[config.mk]
export PLATFORM = sky130hd
export DESIGN_NAME = multicycle_controller
export DESIGN_NICKNAME = d
export VERILOG_FILES = /design/src/rtl/mc_pkg.sv /design/src/rtl/mc_alu_op_decode.sv /design/src/rtl/multicycle_controller.sv
export SDC_FILE = /design/constraint.sdc
export NUM_CORES = 1
export LEC_CHECK = 0
export CELL_PAD_IN_SITES_DETAIL_PLACEMENT = 1
export CELL_PAD_IN_SITES_GLOBAL_PLACEMENT = 2
export CORE_ASPECT_RATIO = 1.25
export CORE_MARGIN = 1
export CORE_UTILIZATION = 25
export DETAILED_ROUTE_END_ITERATION = 7
export PLACE_DENSITY_LB_ADDON = 0.12
export SYNTH_ARGS = -nofsm -noshare
export SYNTH_HDL_FRONTEND = slang
export SYNTH_HIERARCHICAL = 1
export SYNTH_SLANG_ARGS = --single-unit
[constraint.sdc]
create_clock -name clk -period 4.93 [get_ports clk]
set_input_delay 1.479 -clock clk [delete_from_list [all_inputs] [get_ports clk]]
set_output_delay 1.479 -clock clk [all_outputs]
set_load 0.005 [all_outputs]
[src/rtl/mc_pkg.sv]
// Shared encodings for the multi-cycle MIPS control path.
// Holds FSM state codes, ALUOp values, opcode/funct values and mux select codes.
// The single-cycle decoder uses the same ALUOp constants.
package mc_pkg;

  typedef enum logic [3:0] {
    S_FETCH    = 4'd0,
    S_DECODE   = 4'd1,
    S_MEM_ADDR = 4'd2,
    S_MEM_RD   = 4'd3,
    S_MEM_WB   = 4'd4,
    S_MEM_WR   = 4'd5,
    S_R_EXEC   = 4'd6,
    S_R_WB     = 4'd7,
    S_I_EXEC   = 4'd8,
    S_I_WB     = 4'd9,
    S_BRANCH   = 4'd10,
    S_JUMP     = 4'd11,
    S_JR       = 4'd12
  } state_e;

  localparam logic [3:0] ALU_AND = 4'd0;
  localparam logic [3:0] ALU_OR  = 4'd1;
  localparam logic [3:0] ALU_ADD = 4'd3;
  localparam logic [3:0] ALU_SUB = 4'd6;
  localparam logic [3:0] ALU_SLT = 4'd7;
  localparam logic [3:0] ALU_XOR = 4'd8;
  localparam logic [3:0] ALU_BEQ = 4'd10;
  localparam logic [3:0] ALU_BNE = 4'd11;
  localparam logic [3:0] ALU_NOR = 4'd12;
  localparam logic [3:0] ALU_SLL = 4'd13;
  localparam logic [3:0] ALU_SRL = 4'd14;
  localparam logic [3:0] ALU_NOP = 4'd15;

  localparam logic [5:0] OP_RTYPE = 6'h00;
  localparam logic [5:0] OP_J     = 6'h02;
  localparam logic [5:0] OP_JAL   = 6'h03;
  localparam logic [5:0] OP_BEQ   = 6'h04;
  localparam logic [5:0] OP_BNE   = 6'h05;
  localparam logic [5:0] OP_ADDI  = 6'h08;
  localparam logic [5:0] OP_SLTI  = 6'h0A;
  localparam logic [5:0] OP_ANDI  = 6'h0C;
  localparam logic [5:0] OP_LH    = 6'h21;
  localparam logic [5:0] OP_LW    = 6'h23;
  localparam logic [5:0] OP_SH    = 6'h29;
  localparam logic [5:0] OP_SW    = 6'h2B;

  localparam logic [5:0] FN_SLL  = 6'h00;
  localparam logic [5:0] FN_SRL  = 6'h02;
  localparam logic [5:0] FN_JR   = 6'h08;
  localparam logic [5:0] FN_JALR = 6'h09;
  localparam logic [5:0] FN_ADD  = 6'h20;
  localparam logic [5:0] FN_SUB  = 6'h22;
  localparam logic [5:0] FN_AND  = 6'h24;
  localparam logic [5:0] FN_OR   = 6'h25;
  localparam logic [5:0] FN_XOR  = 6'h26;
  localparam logic [5:0] FN_NOR  = 6'h27;
  localparam logic [5:0] FN_SLT  = 6'h2A;

  localparam logic [1:0] PC_SRC_ALU    = 2'd0;
  localparam logic [1:0] PC_SRC_ALUOUT = 2'd1;
  localparam logic [1:0] PC_SRC_JUMP   = 2'd2;
  localparam logic [1:0] PC_SRC_REGA   = 2'd3;

  localparam logic [1:0] ALUB_B       = 2'd0;
  localparam logic [1:0] ALUB_FOUR    = 2'd1;
  localparam logic [1:0] ALUB_IMM     = 2'd2;
  localparam logic [1:0] ALUB_IMM_SH2 = 2'd3;

  // States in which the FSM is stalled on the memory handshake.
  function automatic logic is_mem_wait_state(input state_e s);
    return (s == S_FETCH) || (s == S_MEM_RD) || (s == S_MEM_WR);
  endfunction

endpackage

[src/rtl/mc_alu_op_decode.sv]
// Purpose: opcode/funct -> ALUOp plus a legal-instruction flag.
// Latency: purely combinational.
// Backpressure: none; no handshake.
module mc_alu_op_decode
  import mc_pkg::*;
(
  input  logic [5:0] opcode,
  input  logic [5:0] funct,
  output logic [3:0] alu_op,
  output logic       legal
);

  // Map the instruction to its ALU operation; anything unlisted is illegal.
  always_comb begin
    alu_op = ALU_NOP;
    legal  = 1'b1;
    case (opcode)
      OP_RTYPE: begin
        case (funct)
          FN_ADD:           alu_op = ALU_ADD;
          FN_SUB:           alu_op = ALU_SUB;
          FN_AND:           alu_op = ALU_AND;
          FN_OR:            alu_op = ALU_OR;
          FN_XOR:           alu_op = ALU_XOR;
          FN_NOR:           alu_op = ALU_NOR;
          FN_SLT:           alu_op = ALU_SLT;
          FN_SLL:           alu_op = ALU_SLL;
          FN_SRL:           alu_op = ALU_SRL;
          FN_JR, FN_JALR:   alu_op = ALU_NOP;
          default:          legal  = 1'b0;
        endcase
      end
      OP_LW, OP_LH, OP_SW, OP_SH: alu_op = ALU_ADD;
      OP_BEQ:                     alu_op = ALU_BEQ;
      OP_BNE:                     alu_op = ALU_BNE;
      OP_ADDI:                    alu_op = ALU_ADD;
      OP_ANDI:                    alu_op = ALU_AND;
      OP_SLTI:                    alu_op = ALU_SLT;
      OP_J, OP_JAL:               alu_op = ALU_NOP;
      default:                    legal  = 1'b0;
    endcase
  end

endmodule

[src/rtl/multicycle_controller.sv]
// Purpose: multi-cycle MIPS control FSM driving the shared ALU/memory datapath.
// Latency: 3-5 cycles per instruction plus one per memory wait cycle.
// Backpressure: stalls on mem_ready in FETCH/MEM_RD/MEM_WR; watchdog aborts with bus_err.
module multicycle_controller
  import mc_pkg::*;
#(
  parameter int MEM_TIMEOUT = 16
) (
  input  logic       clk,
  input  logic       rst,
  input  logic [5:0] opcode,
  input  logic [5:0] funct,
  input  logic       zero,
  input  logic       mem_ready,
  output logic       pc_en,
  output logic [1:0] pc_src,
  output logic       iord,
  output logic       mem_read,
  output logic       mem_write,
  output logic       half,
  output logic       ir_write,
  output logic       reg_dst,
  output logic       reg_write,
  output logic       mem_to_reg,
  output logic       jal,
  output logic       alu_src_a,
  output logic [1:0] alu_src_b,
  output logic [3:0] alu_op,
  output logic       instr_done,
  output logic       illegal,
  output logic       bus_err
);

  // Counter only needs to reach MEM_TIMEOUT-1; a zero timeout disables the watchdog.
  localparam int              CNT_W    = (MEM_TIMEOUT > 2) ? $clog2(MEM_TIMEOUT) : 1;
  localparam logic [CNT_W-1:0] CNT_LAST = CNT_W'(MEM_TIMEOUT - 1);
  localparam bit              WDOG_EN  = (MEM_TIMEOUT != 0);

  state_e           state_q, state_d;
  logic [CNT_W-1:0] wait_cnt_q, wait_cnt_d;
  logic [3:0]       dec_alu_op;
  logic             dec_legal;
  logic             mem_wait_st;
  logic             timeout;

  mc_alu_op_decode u_alu_op_decode (
    .opcode (opcode),
    .funct  (funct),
    .alu_op (dec_alu_op),
    .legal  (dec_legal)
  );

  assign mem_wait_st = is_mem_wait_state(state_q);
  // Timeout loses to a mem_ready arriving in the same cycle.
  assign timeout     = WDOG_EN && mem_wait_st && !mem_ready && (wait_cnt_q == CNT_LAST);

  // Next state and memory-wait counter.
  always_comb begin
    state_d    = state_q;
    wait_cnt_d = '0;
    case (state_q)
      S_FETCH:    if (mem_ready) state_d = S_DECODE;
      S_DECODE: begin
        if (!dec_legal) begin
          state_d = S_FETCH;
        end else begin
          case (opcode)
            OP_LW, OP_LH, OP_SW, OP_SH: state_d = S_MEM_ADDR;
            OP_RTYPE:     state_d = ((funct == FN_JR) || (funct == FN_JALR)) ? S_JR : S_R_EXEC;
            OP_BEQ, OP_BNE: state_d = S_BRANCH;
            OP_J, OP_JAL:   state_d = S_JUMP;
            default:        state_d = S_I_EXEC;
          endcase
        end
      end
      S_MEM_ADDR: state_d = ((opcode == OP_LW) || (opcode == OP_LH)) ? S_MEM_RD : S_MEM_WR;
      S_MEM_RD:   if (mem_ready) state_d = S_MEM_WB;
      S_MEM_WR:   if (mem_ready) state_d = S_FETCH;
      S_R_EXEC:   state_d = S_R_WB;
      S_I_EXEC:   state_d = S_I_WB;
      default:    state_d = S_FETCH;
    endcase
    if (mem_wait_st && !mem_ready) begin
      if (timeout) begin
        state_d = S_FETCH;
      end else if (WDOG_EN) begin
        wait_cnt_d = wait_cnt_q + CNT_W'(1);
      end
    end
  end

  // State register with synchronous active-low reset.
  always_ff @(posedge clk) begin
    if (!rst) begin
      state_q    <= S_FETCH;
      wait_cnt_q <= '0;
    end else begin
      state_q    <= state_d;
      wait_cnt_q <= wait_cnt_d;
    end
  end

  // Moore output decode; everything is held at zero while in reset.
  always_comb begin
    pc_en      = 1'b0;
    pc_src     = PC_SRC_ALU;
    iord       = 1'b0;
    mem_read   = 1'b0;
    mem_write  = 1'b0;
    half       = 1'b0;
    ir_write   = 1'b0;
    reg_dst    = 1'b0;
    reg_write  = 1'b0;
    mem_to_reg = 1'b0;
    jal        = 1'b0;
    alu_src_a  = 1'b0;
    alu_src_b  = ALUB_B;
    alu_op     = ALU_NOP;
    instr_done = 1'b0;
    illegal    = 1'b0;
    bus_err    = 1'b0;
    if (!rst) begin
      alu_op = 4'd0;
    end else begin
      case (state_q)
        S_FETCH: begin
          mem_read  = 1'b1;
          alu_src_b = ALUB_FOUR;
          alu_op    = ALU_ADD;
          ir_write  = mem_ready;
          pc_en     = mem_ready;
          bus_err   = timeout;
        end
        S_DECODE: begin
          alu_src_b  = ALUB_IMM_SH2;
          alu_op     = ALU_ADD;
          illegal    = !dec_legal;
          instr_done = !dec_legal;
        end
        S_MEM_ADDR: begin
          alu_src_a = 1'b1;
          alu_src_b = ALUB_IMM;
          alu_op    = ALU_ADD;
        end
        S_MEM_RD: begin
          mem_read = 1'b1;
          iord     = 1'b1;
          half     = (opcode == OP_LH);
          bus_err  = timeout;
        end
        S_MEM_WB: begin
          reg_write  = 1'b1;
          mem_to_reg = 1'b1;
          half       = (opcode == OP_LH);
          instr_done = 1'b1;
        end
        S_MEM_WR: begin
          mem_write  = 1'b1;
          iord       = 1'b1;
          half       = (opcode == OP_SH);
          instr_done = mem_ready;
          bus_err    = timeout;
        end
        S_R_EXEC: begin
          alu_src_a = 1'b1;
          alu_op    = dec_alu_op;
        end
        S_R_WB: begin
          reg_write  = 1'b1;
          reg_dst    = 1'b1;
          instr_done = 1'b1;
        end
        S_I_EXEC: begin
          alu_src_a = 1'b1;
          alu_src_b = ALUB_IMM;
          alu_op    = dec_alu_op;
        end
        S_I_WB: begin
          reg_write  = 1'b1;
          instr_done = 1'b1;
        end
        S_BRANCH: begin
          alu_src_a  = 1'b1;
          alu_op     = ALU_SUB;
          pc_src     = PC_SRC_ALUOUT;
          pc_en      = (opcode == OP_BNE) ? !zero : zero;
          instr_done = 1'b1;
        end
        S_JUMP: begin
          pc_src     = PC_SRC_JUMP;
          pc_en      = 1'b1;
          reg_write  = (opcode == OP_JAL);
          jal        = (opcode == OP_JAL);
          instr_done = 1'b1;
        end
        S_JR: begin
          pc_src     = PC_SRC_REGA;
          pc_en      = 1'b1;
          reg_write  = (funct == FN_JALR);
          jal        = (funct == FN_JALR);
          reg_dst    = (funct == FN_JALR);
          instr_done = 1'b1;
        end
        default: ;
      endcase
    end
  end

endmodule

==> summary.txt <==
Setup path
  • Worst setup path startpoint: funct[4]
  • Reg-to-reg endpoint: state_q[0]
  • Critical Path Source Type: input port
  • Worst R2R Start: state_q[2]
  • Worst Setup Path Type: in2out
  • Flop-to-flop setup slack: 3.14 ns
  • Data arrival time at the worst-slack endpoint: 3.37 ns
  • Critical path fanouts, max: 5
  • CP Capture Point: reg_write
  • Worst Path Required: 3.45 ns
  • Worst-case reg-to-reg path depth: 6
  • Kind of end point of the critical path: primary output

Logic synthesis
  • Cell variety after synth: 52
  • Number of instances in the synthesized netlist: 211
  • Number of flip-flops and latches in the synthesized netlist: 8
  • Portion of the post-synthesis area used by sequential elements: 0.119
  • Number of warning messages in the yosys log: 6
  • Synth Cell Area: 1340 um2
  • Post-Synthesis Net Count: 228
  • Synthesized area per cell: 6.36 um2

Clock tree
  • Total CTS buffers: 3
  • CTS tree: done
  • Clock latency on the worst-skew pair: 0.23 ns
  • Clock Sinks: 8
  • CTS root buffer: sky130_fd_sc_hd__clkbuf_8
  • CTS Buffer Depth: 2
  • Clock Pin Slew Worst Setup and Hold Paths: 0.04 ns
  • CTS hold repair buffers: 0
  • H-Tree Level Count: 1

Finish
  • Share of post-route cells with drive strength above 1: 0.248
  • Share of the core filled with cells in the final layout: 0.412
  • Fillcell total: 673
  • Final Instance Area: 2110 um2
  • Register area: 160 um2
  • Synth-to-Final Area Change: 57.1%
  • Cell Count, Final, Fillers Out: 336
  • Multi-input combinational cell area: 1180 um2
  • Antenna diodes: 0
  • Nets: 293

Timing
  • Total setup violations reported at the end of the flow: 0
  • Maximum clock frequency: 0.206 GHz
  • Max-slew violation count: 0
  • Worst-case hold slack: 0.443 ns
  • Period utilisation layout: 0.983
  • Tightest slew margin relative to the limit: 0.483
  • Transition time at the pin with the least slew margin: 0.774 ns
  • Final critical-path required period: 4.85 ns
  • Final hold violation count: 0
  • Clock Skews: 0.00149 ns

Global routing
  • Met2 usage in global routing: 0.313
  • Number of global-route vias before repair: 1667
  • First-pass GRT wire length: 8080 um
  • Largest net degree at the start of global routing: 26
  • Met1 usage in global routing: 0.233
  • Total congestion overflow after global routing: 0
  • Most used routing layer in global routing: met2
  • Global-route usage over all layers: 0.181
  • Global-route track usage on met3: 0.0273
  • Number of antenna violations at the first check in global routing: 0

Routing
  • Drc violations: 0
  • Count of routing violations after the opening detailed-route iteration: 93
  • Wire length per cell after detailed routing: 14.6 um
  • First drt pass iteration count: 4
  • Via density per instance: 5.22
  • Total length of routed wires: 4900 um
  • DR vias: 1753
  • Post-DRT Antenna Nets: 0

Die
  • Row Count: 29
  • Starting density of the core: 0.262
  • Total I/O pin count: 38
  • Floorplan core area: 5120 um2
  • Die outline width: 67.5 um
  • Vertical die dimension: 83.9 um
  • Area of the die: 5670 um2

Min path
  • Min-Delay Path Class: reg2reg
  • Cell depth of the worst hold path: 1
  • Hold Crit Start: wait_cnt_q[0]

Placed design
  • Count of input and output buffers: 37
  • Placed Cells: 325
  • Area post-placement: 1930 um2
  • GPL Wtd Cong: 0.763
  • Post-detailed-placement half-perimeter wirelength: 3750 um

Status
  • Status: completed

Pwr
  • Maximum VDD drop: 0.0872 mV
  • Pleak: 0.000892 uW
  • Cell Pwr Density: 119 nW/um2
  • Power consumption: 251 uW

Job
  • MaxCap Viol Count: 0
## per-layer routing
| layer | wire, um | share of wire |
|---|---|---|
| met1 | 2210 | 0.45 |
| met2 | 2550 | 0.52 |
| met3 | 120 | 0.024 |
| met4 | 19 | 0.0039 |
| met5 | 0 | 0 |
## worst min-delay path by stage
stage / endpoint / slack, ns
6_report: wait_cnt_q[0] / 0.44
4_1_cts: wait_cnt_q[0] / 0.45
2_1_floorplan: wait_cnt_q[0] / 0.42
3_3_place_gp: wait_cnt_q[0] / 0.43
3_5_place_dp: wait_cnt_q[0] / 0.44
5_1_grt: wait_cnt_q[0] / 0.46
## synthesized netlist by cell type (all sizes together)
master	n	share of area
nand2	19	0.053
buf	10	0.050
o21ai	16	0.060
inv	6	0.017
and3	5	0.023
o311ai	1	0.0065
nand4b	1	0.0065
a221o	1	0.0075
nand3b	2	0.011
nor4	4	0.019
o21a	5	0.028
a21boi	1	0.0056
mux2i	4	0.030
dfxtp	8	0.12
a211o	1	0.0065
nor4b	2	0.013
or3	3	0.018
maj3	2	0.016
xnor2	4	0.026
a21oi	20	0.075
o31ai	4	0.022
nor2b	6	0.028
nand2b	8	0.039
nor4bb	1	0.0075
nor3	8	0.037
o31a	1	0.0065
o211a	2	0.015
ha	1	0.0093
or4b	1	0.0075
and2	1	0.0047
or2	2	0.0093
a211oi	2	0.011
nor2	32	0.089
o21ba	1	0.0075
a31oi	3	0.014
and4	1	0.0065
o22ai	1	0.0047
nand3	9	0.034
nor3b	3	0.017
xor2	2	0.013
o32a	1	0.0075
or4	1	0.0056
clkbuf	5	0.014
## critical path: stages
cell and delay, ns:
sky130_fd_sc_hd__clkdlybuf4s50_1 0.41, sky130_fd_sc_hd__buf_4 0.16, sky130_fd_sc_hd__nor4b_4 0.26, sky130_fd_sc_hd__and4_4 0.25, sky130_fd_sc_hd__nand2b_1 0.10, sky130_fd_sc_hd__a31oi_1 0.10
sky130_fd_sc_hd__nor2_1 0.11, sky130_fd_sc_hd__clkdlybuf4s50_1 0.50
## state kept, by name, summed over array words and instances, names as in the netlist
register and cells:
state_q 4, wait_cnt_q 4
## layout by cell type (no fill, tap or decap), drive strengths merged, types with 3 or more instances in the layout
cell type	Yosys	final
a21oi	20	20
o21a	5	5
mux2i	4	4
o31ai	4	4
dlygate4sd2	0	7
nor2b	6	6
nand3	9	9
inv	6	6
nand2b	8	8
dfxtp	8	8
and3	5	5
buf	10	38
clkdlybuf4s50	0	20
or3	3	3
xnor2	4	4
nor3	8	8
nor4	4	4
o21ai	16	16
nor3b	3	3
nand2	19	19
clkbuf	5	9
nor2	32	32
dlymetal6s2s	0	3
a31oi	3	3
## report_power, final
group	total (uW)	internal, uW	switching (uW)
Clock	77.1	52.8	24.4
Sequential	68.8	66.6	2.15
Combinational	106	52.7	52.8
Total	251	172	79.3
## cells by family (layout without fill, tap and decap cells)
kind of cell / count (synthesis) / in the layout / synth area share
DFF: 8 / 8 / 0.119
AOI/OAI and AO/OA: 60 / 60 / 0.277
muxes: 4 / 4 / 0.0298
buffers and inverters: 21 / 84 / 0.0811
xor gates and xnor gates: 6 / 6 / 0.0391
adders and majority gates: 3 / 3 / 0.0252
and+or+nand+nor: 109 / 109 / 0.429
## cell type report
cell class                      count  share of cell area
Multi-Input combinational cell    182               0.558
Sequential cell                     8              0.0759
Tap cell                           62              0.0368
Clock buffer                        3              0.0196
Inverter                            6              0.0107
Timing Repair Buffer               75               0.300
## through the flow
| stage | setup TNS, ns | worst slack (ns) |
|---|---|---|
| 2_1_floorplan | 0 | 0.377 |
| 3_3_place_gp | -2.71 | -0.561 |
| 3_5_place_dp | -2.93 | -0.611 |
| 4_1_cts | -0.114 | -0.114 |
| 5_1_grt | -0.146 | -0.0695 |
| 6_report | 0 | 0.0818 |
## what timing repair did
| action | 4_1_cts | 5_1_grt |
|---|---|---|
| setup endpoints to repair | 11 | 9 |
| pin swaps | 9 | 12 |
| cloned | 0 | 0 |
| resized for setup | 29 | 26 |
| buffers inserted | 5 | 3 |
Note: power is estimated with default switching activity, not from simulation.
